[config.mk]
export PLATFORM = sky130hd
export DESIGN_NAME = tag_match_encoder_flat
export DESIGN_NICKNAME = d
export VERILOG_FILES = /design/src/rtl/tag_match_encoder_if.sv /design/src/rtl/tag_match_encoder.sv /design/src/flat_wrapper.sv
export SDC_FILE = /design/constraint.sdc
export NUM_CORES = 1
export LEC_CHECK = 0
export CAP_MARGIN = 0
export CORE_MARGIN = 2
export CORE_UTILIZATION = 33
export DETAILED_ROUTE_END_ITERATION = 6
export PLACE_DENSITY = 0.82
export SLEW_MARGIN = 20
export SYNTH_ARGS = -nofsm -noshare
export SYNTH_HDL_FRONTEND = slang
export SYNTH_HIERARCHICAL = 1
export SYNTH_SLANG_ARGS = --single-unit
[constraint.sdc]
create_clock -name clk -period 0.8 [get_ports clk]
set_input_delay 0.16 -clock clk [delete_from_list [all_inputs] [get_ports clk]]
set_output_delay 0.16 -clock clk [all_outputs]
set_load 0.1 [all_outputs]
[src/rtl/tag_match_encoder_if.sv]
// Lookup bus between the L2 set-read stage and the tag match/encode stage.
// The master side presents one lookup per cycle; the slave side returns the registered result.
interface tag_match_encoder_if #(
    parameter int WAYS     = 8,
    parameter int TAG_BITS = 12
) ();
    localparam int WAY_BITS = $clog2(WAYS);

    logic                     req_valid;
    logic [TAG_BITS-1:0]      addr_tag;
    logic [WAYS*TAG_BITS-1:0] way_tags;
    logic [WAYS-1:0]          way_valid;

    logic                     hit;
    logic                     miss;
    logic [WAY_BITS-1:0]      hit_way;
    logic [WAYS-1:0]          match_vec;
    logic                     multi_hit;

    modport master (
        output req_valid, addr_tag, way_tags, way_valid,
        input  hit, miss, hit_way, match_vec, multi_hit
    );

    modport slave (
        input  req_valid, addr_tag, way_tags, way_valid,
        output hit, miss, hit_way, match_vec, multi_hit
    );
endinterface

[src/rtl/tag_match_encoder.sv]
// L2 lookup tag match: per-way compare, lowest-index priority encode, one-cycle result register.
// Optional multi-hit detection is enabled by defining TAG_MATCH_MULTIHIT_EN.

// Single way comparator: a tag match only counts on a non-Invalid way.
module tag_match_cmp #(
    parameter int TAG_BITS = 12
) (
    input  logic                i_valid,
    input  logic [TAG_BITS-1:0] i_way_tag,
    input  logic [TAG_BITS-1:0] i_addr_tag,
    output logic                o_match
);
    assign o_match = i_valid & (i_way_tag == i_addr_tag);
endmodule

module tag_match_encoder #(
    parameter int WAYS     = 8,
    parameter int TAG_BITS = 12
) (
    input  logic                clk,
    input  logic                rst_n,
    tag_match_encoder_if.slave  bus
);
    localparam int WAY_BITS = $clog2(WAYS);

    logic [WAYS-1:0][TAG_BITS-1:0] w_way_tags;
    logic [WAYS-1:0]               w_match;
    logic                          w_any;
    logic [WAY_BITS-1:0]           w_enc;

    logic                          r_hit;
    logic                          r_miss;
    logic [WAY_BITS-1:0]           r_hit_way;
    logic [WAYS-1:0]               r_match_vec;

    assign w_way_tags = bus.way_tags;

    for (genvar g = 0; g < WAYS; g++) begin : g_way
        tag_match_cmp #(.TAG_BITS(TAG_BITS)) u_cmp (
            .i_valid    (bus.way_valid[g]),
            .i_way_tag  (w_way_tags[g]),
            .i_addr_tag (bus.addr_tag),
            .o_match    (w_match[g])
        );
    end

    assign w_any = |w_match;

    // Scan high to low so the lowest set index is the last writer and wins.
    always_comb begin
        w_enc = '0;
        for (int i = WAYS - 1; i >= 0; i--) begin
            if (w_match[i]) w_enc = WAY_BITS'(i);
        end
    end

    always_ff @(posedge clk or negedge rst_n) begin
        if (!rst_n) begin
            r_hit       <= 1'b0;
            r_miss      <= 1'b0;
            r_hit_way   <= '0;
            r_match_vec <= '0;
        end else begin
            r_hit       <= bus.req_valid & w_any;
            r_miss      <= bus.req_valid & ~w_any;
            r_hit_way   <= (bus.req_valid & w_any) ? w_enc : '0;
            r_match_vec <= bus.req_valid ? w_match : '0;
        end
    end

`ifdef TAG_MATCH_MULTIHIT_EN
    logic w_multi;
    logic r_multi_hit;

    // Clearing the lowest set bit leaves something only if two or more bits were set.
    assign w_multi = |(w_match & (w_match - WAYS'(1)));

    always_ff @(posedge clk or negedge rst_n) begin
        if (!rst_n) r_multi_hit <= 1'b0;
        else        r_multi_hit <= bus.req_valid & w_multi;
    end

    assign bus.multi_hit = r_multi_hit;
`else
    assign bus.multi_hit = 1'b0;
`endif

    assign bus.hit       = r_hit;
    assign bus.miss      = r_miss;
    assign bus.hit_way   = r_hit_way;
    assign bus.match_vec = r_match_vec;
endmodule

[src/flat_wrapper.sv]
// flat-port wrapper written by rule: the top's interface ports become plain ports
module tag_match_encoder_flat 
#(
    parameter int WAYS     = 8,
    parameter int TAG_BITS = 12
)
  (clk, rst_n, bus_req_valid, bus_addr_tag, bus_way_tags, bus_way_valid, bus_hit, bus_miss, bus_hit_way, bus_match_vec, bus_multi_hit);
  tag_match_encoder_if #(.WAYS(WAYS), .TAG_BITS(TAG_BITS)) bus_i ();
  input  logic clk;
  input  logic rst_n;
  input wire logic [$bits(bus_i.req_valid)-1:0] bus_req_valid;
  input wire logic [$bits(bus_i.addr_tag)-1:0] bus_addr_tag;
  input wire logic [$bits(bus_i.way_tags)-1:0] bus_way_tags;
  input wire logic [$bits(bus_i.way_valid)-1:0] bus_way_valid;
  output wire logic [$bits(bus_i.hit)-1:0] bus_hit;
  output wire logic [$bits(bus_i.miss)-1:0] bus_miss;
  output wire logic [$bits(bus_i.hit_way)-1:0] bus_hit_way;
  output wire logic [$bits(bus_i.match_vec)-1:0] bus_match_vec;
  output wire logic [$bits(bus_i.multi_hit)-1:0] bus_multi_hit;
  assign bus_i.req_valid = bus_req_valid;
  assign bus_i.addr_tag = bus_addr_tag;
  assign bus_i.way_tags = bus_way_tags;
  assign bus_i.way_valid = bus_way_valid;
  assign bus_hit = bus_i.hit;
  assign bus_miss = bus_i.miss;
  assign bus_hit_way = bus_i.hit_way;
  assign bus_match_vec = bus_i.match_vec;
  assign bus_multi_hit = bus_i.multi_hit;
  tag_match_encoder #(.WAYS(WAYS), .TAG_BITS(TAG_BITS)) u_core (.clk(clk), .rst_n(rst_n), .bus(bus_i));
endmodule
==> summary.txt <==
Floorplanning
  – DIE WIDTH: 74.0 um
  – Number of primary I/O pins: 133
  – Row count: 25
  – Total die area: 5480 um2
  – Core Footprint: roughly 4700 um2
  – Initial cell density of the core: 34.3%
  – Die H: 74.0 um

Logic synthesis
  – Number of enable flip-flop cells after synthesis: 0
  – Synth warn: 6
  – Post-Syn Area per Cell: 9.10 um2
  – Most used flip-flop cell after synthesis: dfrtp_1
  – Proportion of synthesized chip area in sequential cells: 20.1%
  – Async S/R FF share, synth: 100%
  – Number of distinct standard cells referenced by the synthesized netlist: 22
  – Total standard cell area after synthesis: approximately 1600 um2
  – Syn nets: between 200 and 300
  – Cell count after synthesis: 178
  – FF+latch count, synth: 13

Critical path
  – Chain of cells forming the critical path: clkdlybuf4s15_1, xnor2_1, nand4_1, nor4_4, buf_4, nor4_4, a21boi_1
  – Capturing element type of the critical path: flop
  – Cell with the largest stage delay on the worst path: nor4_4
  – Data arrival at the endpoint of the critical path: 1.65 ns
  – Crit path required time: about 0.96 ns
  – Crit path max fanout: 3
  – Startpoint type of the worst setup path: input pin
  – Cell type with the highest occurrence count on the critical path: nor4_4
  – Largest stage delay on the critical path: 0.44 ns
  – Class of the most critical setup path: input pin to flop

Layout
  – Area growth from synthesis to layout: 156%
  – Nets: 456
  – Final cell count without fillers: 403
  – Share of post-route cells with drive strength above 1: 55.7%
  – Antenna fix cells: 0
  – Seq. cell area: 374 um2
  – Count of fill cells added during filler insertion: 202
  – Area of the multi-input gates: 2050 um2

Timing
  – Total of endpoints with negative setup slack in the final report: 26
  – Fin. max-slew vios: 0
  – Fin crit share: 186%
  – Unrepaired setup endpoints after global routing: true
  – Setup tns final: -10.62 ns
  – Setup WS post-layout: -0.691 ns
  – Tmin final: 1.49 ns
  – FMAX: about 670 MHz
  – Hold violation count in the final report: 0

Routing
  – Routed Antenna Nets: 0
  – Detailed Route Iter0 Violations: 157
  – Vias after detailed routing: 2131
  – Post-detailed-route via-to-cell ratio: 5.29
  – Detailed Routing Iterations Pass 1: 5
  – DRC Markers: 0
  – Final routed wire length divided by cell count: 22.4 um
  – Routed wire length: 9030 um

Power and ir drop
  – LEAKAGE: 1.80 nW
  – Worst supply voltage drop on vdd: 691 uV
  – Power per standard cell area: about 770 nW/um2

Global route
  – Total overflow reported by the global router: 0
  – Global-route total usage across every layer: 28.3%
  – Wire length of the first global-routing pass: 11400 um
  – Initial antenna violation count: 0
  – Maximum number of pins on one net before global-route repair: 14
  – Vias in the first global route: 2201

CTS
  – CTS tree: done
  – Number of levels the H-tree was split into: 1
  – Num Clock Sinks: 13
  – CTS clock-pin slew for the worst setup and hold paths: 0.06 ns
  – CTS Buf Count: 3
  – Buffer cell driving the clock tree root: clkbuf_8
  – CTS max path bufs: 2

Place
  – HPWL reported at the end of detailed placement: roughly 5500 um
  – Cell count after placement: 397
  – Number of buffers inserted by port buffering: 131
  – Placer Congestion: 0.873

Hold path
  – Path category of the worst min-delay check: input pin to async pin

Status
  – Run status: finished, violations left
  – Violations in the final reports: negative setup slack

Run
  – Reported max-cap violation count: 0
==> metal layers <==
layer	vias to the layer above	GRT usage [%]	routed length [um]
li1	922	-	-
met3	33	4.47	553
met5	-	0	0
met1	1033	33.0	3290
met4	0	8.89	373
met2	143	52.7	4820
==> worst max-delay path, delay by kind of cell <==
family | cells | cell delay (ns)
simple gates | 3 | 0.75
buf+inv | 2 | 0.38
xor+xnor | 1 | 0.20
compound gates | 1 | 0.15
==> final cells by class <==
cell class                      instances  share of cell area (%)
Sequential cell                        13                    9.04
Multi-Input combinational cell        162                    49.5
Timing Repair Buffer                  156                    38.2
Tap cell                               67                    2.02
Inverter                                1                  0.0907
Clock buffer                            4                    1.09
==> through the flow <==
| stage | hold WS, ns | worst slack [ns] | total power, W | cell area, um2 | util [%] |
|---|---|---|---|---|---|
| 2_1_floorplan | -0.136 | -0.474 | 0.00134 | 1910 | - |
| 3_3_place_gp | 0.507 | -1.15 | 0.00231 | 3710 | 78.5 |
| 3_5_place_dp | 0.510 | -1.16 | 0.00235 | 3710 | 78.5 |
| 4_1_cts | 0.257 | -0.510 | 0.00298 | 3970 | 83.9 |
| 5_1_grt | 0.279 | -0.734 | 0.00329 | 4140 | 87.7 |
| 6_report | 0.278 | -0.691 | 0.00320 | 4140 | 87.7 |
==> power by group <==
part | total (W) | switching (W) | internal, W
clock network | 0.000622 | 0.000268 | 0.000353
registers | 0.000665 | 0.00000366 | 0.000662
logic | 0.00191 | 0.000864 | 0.00105
==> state kept, by name, indices dropped and copies added (netlist names) <==
register / count
u_core/bus.hit_way: 3
u_core/bus.match_vec: 8
u_core/bus.miss: 1
u_core/bus.hit: 1
==> timing repair <==
action	CTS	global route
pin swaps	112	52
gates resized for setup	285	74
endpoints found under the setup margin	26	26
hold buffers	0	0
hold endpoints to repair	0	0
buffers inserted	2	9
==> cell usage in the layout (no fill, tap or decap), types with 4 or more instances in the layout <==
cell type	count
buf_12	15
clkdlybuf4s15_1	40
xnor2_4	15
nand4_1	16
buf_2	4
xnor2_2	46
nor4_4	10
nand3_2	7
nand2_2	7
buf_6	14
clkdlybuf4s50_1	4
dlygate4sd2_1	29
xnor2_1	35
dfrtp_4	13
clkdlybuf4s15_2	10
clkbuf_2	16
and2_4	5
buf_4	18
==> cells by family after synthesis <==
group / synth area share, %
xor+xnor: 51.9
buf+inv: 0.927
other cells: 0.232
compound gates: 2.01
flops: 20.1
simple gates: 24.8
==> final timing paths <==
check	start	endpoint	depth (start not counted)
max	bus_way_tags[18]	u_core/bus.hit	7
max in group asynchronous	rst_n	u_core/bus.match_vec[3]	2
min	rst_n	u_core/bus.match_vec[2]	2
min in group clk	bus_way_valid[6]	u_core/bus.match_vec[6]	4
==> Yosys cell counts (all sizes together) (2+ instances only) <==
cell	instances	area [um2]
and2	8	51.3
dfrtp	13	325
nand2	10	37.5
nand3	8	40.0
nand4	16	100
nor2	4	15.0
nor2b	2	12.5
nor4	10	134
o21ai	2	10.0
xnor2	96	841
(Power assumes the default switching activity.)
==> variant: new RTL, same flow settings <==
Build with the macro `TAG_MATCH_MULTIHIT_EN` defined.
--- a/src/rtl/tag_match_encoder.sv
+++ b/src/rtl/tag_match_encoder.sv
@@ -2,6 +2,8 @@
 // Optional multi-hit detection is enabled by defining TAG_MATCH_MULTIHIT_EN.
 
 // Single way comparator: a tag match only counts on a non-Invalid way.
+`define TAG_MATCH_MULTIHIT_EN
+
 module tag_match_cmp #(
     parameter int TAG_BITS = 12
 ) (
Function: changed (a bounded check fails within 4 cycles, from zero or initial values and one cycle with rst_n low).
==> variant against the unedited design <==
- critical endpoint is now u_core/bus.hit_way[1]
- design area grew 11%
- die area grew 4.2%
- count of clock-buffer cells in the layout shrank 1
- power grew 4.4%
- routed wire length grew 21%
- sequential cell count grew 1
- synthesized area grew 4.5%
- worst setup slack lost 0.29 ns
- the flow still finishes with violations (setup timing)
==> variant: results (changes against the unedited design) <==
largest net degree at the start of global routing: 15 (+1)
IO Port Bufs: 132 (+0.76%)
WL/cell: 24.6 um (+9.8%)
Worst Hold Class: in2async
arrival time at the worst endpoint: 1.96 ns (+0.31 ns)
first drt pass iteration count: 4 (-1)
Synth area leaders: xnor2_1 50%, dfrtp_1 21%, nand4_1 5.9%
DR vias: 2410 (+13%)
Synth Area per Inst: 9.19 sq um (+1.1%)
list of most frequent post-synthesis cells: 96 x xnor2_1, 16 x nand4_1, 14 x dfrtp_1
Final GP Congestion: 0.824 (-5.6%)
Cell Area, Placed: 0.00388 sq mm (+4.5%)
Synth cell types: 27 (+23%)
worst slew pin tran: 0.394 ns
failing checks: setup timing
Peak supply drop: 0.000607 V (-12%)
via density per instance: 5.42 (+2.4%)
Setup Viol. Count Final: 28 (+7.7%)
layout cells sized above 1: 55.2% (-0.45 points)
post-DP HPWL: 5760 um (+5.1%)
fill count: 194 (-4.0%)
P_leak: 2.05 nW (+14%)
placed cells: 422 (+6.3%)
clock root buffer: clkbuf_8
Post-synth top flop: dfrtp_1
clk buf depth: 2 (unchanged)
Initial DRC Count: 160 (+1.9%)
total CTS buffers: 3 (unchanged)
peak fanout along the critical path: 4 (+1)
initial antenna violation count: 0 (unchanged)
final net count: 496 (+8.8%)
WHS: 0.293 ns (+0.0149 ns)
Synth warnings: 6 (unchanged)
Post-Synthesis Net Count: 303 (+2.0%)
setup ws final: -0.979 ns (-0.288 ns)
GRT Util Overall: 32.2% (+3.9 points)
max FFs per register: 8 (unchanged)
fraction of registers with async set/reset: 100% (unchanged)
sequential area share after synthesis: 20.7% (+0.62 points)
status: finished, violations left
first-pass GRT wire length: 13300 um (+17%)
htree depth: 1 (unchanged)
number of global-route vias before repair: 2529 (+15%)
Clock transition at path regs: 0.06 ns (about the same)
number of diodes: 0 (unchanged)
## variant: final cells by class
cell class | instances | area share [%]
Clock buffer | 3 | 0.902
Multi-Input combinational cell | 167 | 45.0
Tap cell | 70 | 1.91
Inverter | 2 | 0.164
Timing Repair Buffer | 189 | 43.2
Sequential cell | 14 | 8.80
## variant: power breakdown
part	switching, mW	leakage (nW)	total [mW]	internal [mW]
registers	0.00259	0.166	0.714	0.712
clock network	0.288	0.0216	0.623	0.335
logic	0.879	1.86	2.01	1.13
total	1.17	2.05	3.34	2.17
## variant: stage by stage
step | setup slack (ns) | utilization (%) | power [mW] | TNS (ns)
CTS | -0.921 | 87.5 | 3.04 | -11.26
detailed placement | -1.50 | 77.4 | 2.38 | -16.68
global placement | -1.45 | 77.4 | 2.34 | -16.14
floorplan | -0.765 | - | 1.36 | -5.29
finish | -0.979 | 91.4 | 3.34 | -13.83
global route | -0.997 | 91.4 | 3.44 | -14.40
## variant: kinds of logic (layout without fill, tap and decap cells)
group | count (synthesis) | in the layout | synth area share (%)
flip-flops | 14 | 14 | 20.7
buffers and inverters | 3 | 194 | 0.666
AO/OA/AOI/OAI | 13 | 13 | 6.58
XOR/XNOR | 96 | 96 | 49.7
AND/OR/NAND/NOR | 58 | 58 | 22.3
## variant: what timing repair did
action | CTS | global route
setup buffers | 20 | 8
endpoints found under the setup margin | 28 | 28
gates resized for setup | 263 | 44
pin swaps | 77 | 33
## variant: critical path, stage by stage
cell     delay [ns]
buf_8          0.10
buf_6          0.13
xnor2_1        0.19
nand4_1        0.26
nor4_4         0.41
buf_4          0.20
nor2_1         0.09
nor3_2         0.21
o311a_1        0.21
## variant: path summary, 6_finish.rpt
kind                             startpoint                       to  cells after the start
hold / removal                        rst_n     u_core/bus.multi_hit                      2
setup / recovery            bus_addr_tag[7]    u_core/bus.hit_way[1]                      9
max in group asynchronous             rst_n    u_core/bus.hit_way[0]                      2
min in group clk           bus_way_tags[40]  u_core/bus.match_vec[3]                      6
## variant: metal layers
metal	track usage [%]	up-vias	wire length (um)
met2	61.6	192	6040
met1	34.7	1127	3580
met3	4.76	63	653
li1	-	1028	-
met5	0	-	0
met4	13.8	0	670
